File: config.mk
export PLATFORM = sky130hd
export DESIGN_NAME = cache_mem_arbiter
export DESIGN_NICKNAME = d
export VERILOG_FILES = /design/src/rtl/cache_mem_arbiter.sv
export SDC_FILE = /design/constraint.sdc
export NUM_CORES = 1
export LEC_CHECK = 0
export BUFFER_PORTS_ARGS = -buffer_cell sky130_fd_sc_hd__buf_2
export CORE_AREA = 4 4 304 306
export CTS_BUF_LIST = sky130_fd_sc_hd__clkbuf_16
export DETAILED_ROUTE_END_ITERATION = 16
export DIE_AREA = 0 0 308 310
export PLACE_DENSITY = 0.47
export SYNTH_ARGS = -nofsm -noshare
export SYNTH_HDL_FRONTEND = slang
export SYNTH_SLANG_ARGS = --single-unit
File: constraint.sdc
create_clock -name clk -period 1.93 [get_ports clk]
set_input_delay 0.386 -clock clk [delete_from_list [all_inputs] [get_ports clk]]
set_output_delay 0.386 -clock clk [all_outputs]
set_load 0.05 [all_outputs]
File: src/rtl/cache_mem_arbiter.sv
// Arbitrates the icache refill path and the dcache refill/write-back path onto
// one memory request/response channel, one transaction in flight at a time.
module cache_mem_arbiter #(
   parameter int ADDR_W = 32,
   parameter int DATA_W = 128,
   parameter int MASK_W = DATA_W / 8
) (
   input  logic              clk,
   input  logic              rst,
   input  logic              init_done,
   input  logic              ic_req_valid,
   output logic              ic_req_ready,
   input  logic [ADDR_W-1:0] ic_req_addr,
   output logic              ic_resp_valid,
   output logic [DATA_W-1:0] ic_resp_data,
   input  logic              dc_req_valid,
   output logic              dc_req_ready,
   input  logic              dc_req_rnw,
   input  logic [ADDR_W-1:0] dc_req_addr,
   input  logic [DATA_W-1:0] dc_req_data,
   input  logic [MASK_W-1:0] dc_req_mask,
   output logic              dc_resp_valid,
   output logic [DATA_W-1:0] dc_resp_data,
   output logic              mem_req_valid,
   input  logic              mem_req_ready,
   output logic              mem_req_rnw,
   output logic [ADDR_W-1:0] mem_req_addr,
   output logic [DATA_W-1:0] mem_req_data,
   output logic [MASK_W-1:0] mem_req_mask,
   input  logic              mem_resp_valid,
   input  logic [DATA_W-1:0] mem_resp_data,
   output logic              busy,
   output logic              spurious_resp
);

   // Handshake: a transfer happens on a rising edge where valid and ready are
   // both high; the sender holds valid and payload stable until then.

   typedef enum logic [1:0] {
      IDLE      = 2'd0,
      ISSUE     = 2'd1,
      WAIT_RESP = 2'd2
   } state_t;

   state_t state, state_nxt;

   logic              last_grant_dc;
   logic              owner_dc;
   logic              sel_dc;
   logic              grant_ok;
   logic              accept;
   logic              resp_cap;
   logic              rnw_q;
   logic [ADDR_W-1:0] addr_q;
   logic [DATA_W-1:0] data_q;
   logic [MASK_W-1:0] mask_q;

   // On a tie the side that was not granted last wins.
   assign sel_dc       = dc_req_valid && (!ic_req_valid || !last_grant_dc);
   assign grant_ok     = (state == IDLE) && init_done;
   assign ic_req_ready = grant_ok && ic_req_valid && !sel_dc;
   assign dc_req_ready = grant_ok && sel_dc;
   assign accept       = ic_req_ready || dc_req_ready;
   assign resp_cap     = (state == WAIT_RESP) && mem_resp_valid;

   assign mem_req_valid = (state == ISSUE);
   assign mem_req_rnw   = rnw_q;
   assign mem_req_addr  = addr_q;
   assign mem_req_data  = data_q;
   assign mem_req_mask  = mask_q;
   assign busy          = (state != IDLE);

   always_ff @(posedge clk or negedge rst) begin
      if (!rst) state <= IDLE;
      else      state <= state_nxt;
   end

   always_comb begin
      state_nxt = state;
      unique case (state)
         IDLE:      if (accept) state_nxt = ISSUE;
         ISSUE:     if (mem_req_ready) state_nxt = rnw_q ? WAIT_RESP : IDLE;
         WAIT_RESP: if (mem_resp_valid) state_nxt = IDLE;
         default:   state_nxt = IDLE;
      endcase
   end

   always_ff @(posedge clk or negedge rst) begin
      if (!rst) begin
         last_grant_dc <= 1'b0;
         owner_dc      <= 1'b0;
         rnw_q         <= 1'b0;
         addr_q        <= '0;
         data_q        <= '0;
         mask_q        <= '0;
      end else if (accept) begin
         last_grant_dc <= dc_req_ready;
         owner_dc      <= dc_req_ready;
         if (dc_req_ready) begin
            rnw_q  <= dc_req_rnw;
            addr_q <= dc_req_addr;
            data_q <= dc_req_data;
            mask_q <= dc_req_rnw ? {MASK_W{1'b1}} : dc_req_mask;
         end else begin
            rnw_q  <= 1'b1;
            addr_q <= ic_req_addr;
            data_q <= '0;
            mask_q <= {MASK_W{1'b1}};
         end
      end
   end

   // Responses go back to whoever owns the in-flight read; data holds between reads.
   always_ff @(posedge clk or negedge rst) begin
      if (!rst) begin
         ic_resp_valid <= 1'b0;
         dc_resp_valid <= 1'b0;
         ic_resp_data  <= '0;
         dc_resp_data  <= '0;
         spurious_resp <= 1'b0;
      end else begin
         ic_resp_valid <= resp_cap && !owner_dc;
         dc_resp_valid <= resp_cap && owner_dc;
         if (resp_cap && owner_dc)  dc_resp_data <= mem_resp_data;
         if (resp_cap && !owner_dc) ic_resp_data <= mem_resp_data;
         if (mem_resp_valid && (state != WAIT_RESP)) spurious_resp <= 1'b1;
      end
   end

endmodule

==> metrics.txt <==
outcome complete, but fails checks; violations in the final reports setup timing; largest net degree at the start of global routing 94; P_sw 27.5 mW; Seq pwr share 0.295; number of max-cap violations 0; fin worst setup slack -0.204 ns; CP delay by family, top simple AND/OR/NAND/NOR gates; worst hold path class input port to flop; vias per cell between 4 and 5; Synth area leader dfrtp_1; DRT Pass-1 Iters 5; GR Overflow Total 0; Die X 308 um; final setup violation count 3; Layout Cells excl Fill around 3300; Synth cell types 28; CTS clock-pin slew for the worst setup and hold paths 0.06 ns; post-synthesis sequential area ratio 0.672; per-cell routed wire length 18.4 um; Ys Warns 0; Placed Cells 3033; ys async rst share 1.00; crit path buf inv count 1; LEAKAGE 12.9 nW; cell chain of the critical path or3b_4 -> nor2_4 -> buf_12; hold slack final 0.0410 ns; flops & latches, synth around 440; Post-Synthesis Cells roughly 1100; Root Driver clkbuf_16; Row Count 110; H-tree Lvls 2; Setup crit end kind output pin; clock share of power 0.177; core area 89600 um^2; Peak Freq roughly 470 MHz; fraction of layout cells with a size suffix above 1 0.576; PortBufs about 780; Cell Area, Synth 16400 um^2; # fillers slightly above 9000; Final Slew Violations 0; post-DP HPWL 44900 um; CP Class flop to output pin; Pwr Total roughly 54 mW; initial antenna violation count 5; fin nets 2437; Die Area 95500 um^2; Initial Util 0.183; Comb pwr share 0.529; I/O pins 784; skew final 0.0220 ns; placer congestion estimate about 0.85; P_int between 20 and 30 mW; drc violations 0; worst-path fanout max 4; Max-slew headroom 0.697; clock sink count 439; first-pass GRT wire length 87100 um; CTS tree done; pwr dens 2090 nW/um^2; worst-margin pin slew 0.454 ns; Final period util 1.11; syn_nets 1422; setup TNS -0.407 ns; Tmin final 2.13 ns; maximum vdd drop 0.00131 V; Final Hold Fails 0; switching share of total power 0.505; Synth top area share 0.672; Via Count 13300; Synth Flop Type dfrtp_1; Req. time, crit path 1.54 ns; Routed Antenna Nets 0; GRT Total Usage 0.116; deepest clock path buffer count 3; RSZ-0062 raised after global routing yes; Post-synth EDFFs 0; vias in the first global route 14600; drt total wl 60800 um; CP startpoint kind flop; CP peak stage delay 0.43 ns; critical path's slowest cell dfrtp_1; worst-skew pair later-pin latency 0.59 ns; Synth area leaders dfrtp_1 (67%), mux2_2 (18%), a22o_1 (6.9%); Mean Syn Cell Area 15.2 um^2; Die Y ~310 um; Iter 0 DRT Violations roughly 610; P&R area growth vs syn 59.4%; CTS buffer count 50; Worst Path Arrival approximately 1.8 ns
layer usage:
layer / up-vias / wire, um / track usage
met4: 2 / 2430 / 0.0478
met1: 6639 / 22000 / 0.126
met5: - / 12 / 0
met3: 117 / 4560 / 0.0362
li1: 6015 / - / -
met2: 559 / 31800 / 0.212
power by group through the flow:
| stage | clock, mW | sequential [mW] | combinational (mW) |
|---|---|---|---|
| global placement | 0 | 16.0 | 28.1 |
| CTS | 9.97 | 16.0 | 28.9 |
| finish | 9.63 | 16.0 | 28.8 |
| global route | 10.4 | 16.5 | 29.9 |
| floorplan | 0 | 30.9 | 5.34 |
| detailed placement | 0 | 16.1 | 28.4 |
cell usage in the layout (no fill, tap or decap), types with 3 or more instances in the layout:
cell type and n:
buf_2 778, dfrtp_1 439, mux2_2 255, dlygate4sd3_1 165, a22o_1 128, clkbuf_16 58
buf_4 52, o21ai_0 33, nand3_1 32, a21oi_1 32, a31oi_1 32, buf_12 24
buf_6 17, o22a_1 16, clkinv_1 13, clkinv_2 11, bufinv_16 7, inv_1 6
clkinvlp_4 5, diode_2 3, buf_8 3
synth_stat cells (2+ instances only):
| cell type | n |
|---|---|
| nand2b_1 | 2 |
| buf_2 | 43 |
| a31oi_1 | 32 |
| or2_2 | 2 |
| buf_6 | 2 |
| a21oi_1 | 33 |
| o22a_1 | 16 |
| nand2_1 | 3 |
| inv_1 | 3 |
| buf_1 | 2 |
| a21o_1 | 2 |
| a22o_1 | 128 |
| nand3_1 | 33 |
| dfrtp_1 | 439 |
| mux2_2 | 256 |
| clkbuf_1 | 38 |
| o21ai_0 | 33 |
layout make-up:
class	instances	area, um^2	share of cell area
antenna	3	7.51	0.000288
clock buffer	51	1280	0.0490
clock inverter	41	392	0.0150
inverter	3	11.3	0.000432
multi-input combinational	551	5040	0.193
sequential	439	11000	0.421
tap	1176	1470	0.0564
timing repair buffer	1048	6880	0.264
what timing repair did:
| item | in CTS | in global routing |
|---|---|---|
| hold buffers | 153 | 12 |
| pin swaps | 5 | 1 |
| setup buffers | 13 | 1 |
| endpoints found under the setup margin | 4 | 67 |
| cloned | 0 | 7 |
| resized for setup | 22 | 12 |
| endpoints found under the hold margin | 207 | 13 |
cell families after synthesis:
kind of cell	count (synthesis)	share of synthesized area
AO/OA/AOI/OAI	248	0.112
buffers and inverters	88	0.0244
multiplexers	256	0.176
AND/OR/NAND/NOR	47	0.0151
flip-flops	439	0.672
registers in the layout (all words and copies together) (netlist names):
| signal | flops |
|---|---|
| dc_resp_data | 128 |
| ic_resp_data | 128 |
| mem_req_data | 128 |
| mem_req_addr | 32 |
| mem_req_mask | 16 |
| state | 2 |
| dc_resp_valid | 1 |
| ic_resp_valid | 1 |
| mem_req_rnw | 1 |
| owner_dc | 1 |
| spurious_resp | 1 |
through the flow:
step	instance area (um^2)	worst slack, ns	utilization
2_1_floorplan	16400	-0.0311	-
3_3_place_gp	22300	0.115	0.249
3_5_place_dp	22300	0.107	0.249
4_1_cts	25700	-0.250	0.287
5_1_grt	26100	-0.316	0.291
6_report	26100	-0.204	0.291
path summary, 6_finish.rpt:
check	from	endpoint	slack (ns)	cells after the start
setup / recovery	state[0]	dc_req_ready	-0.20	3
hold / removal	dc_req_data[1]	mem_req_data[1]	0.04	2
setup reg to reg	state[0]	ic_resp_data[51]	0.04	6
hold reg to reg	spurious_resp	spurious_resp	0.45	1
max in group asynchronous	rst	dc_resp_data[42]	0.85	4
min in group asynchronous	rst	mem_req_data[71]	0.33	2
No activity file was read; power rests on OpenSTA's default activity.
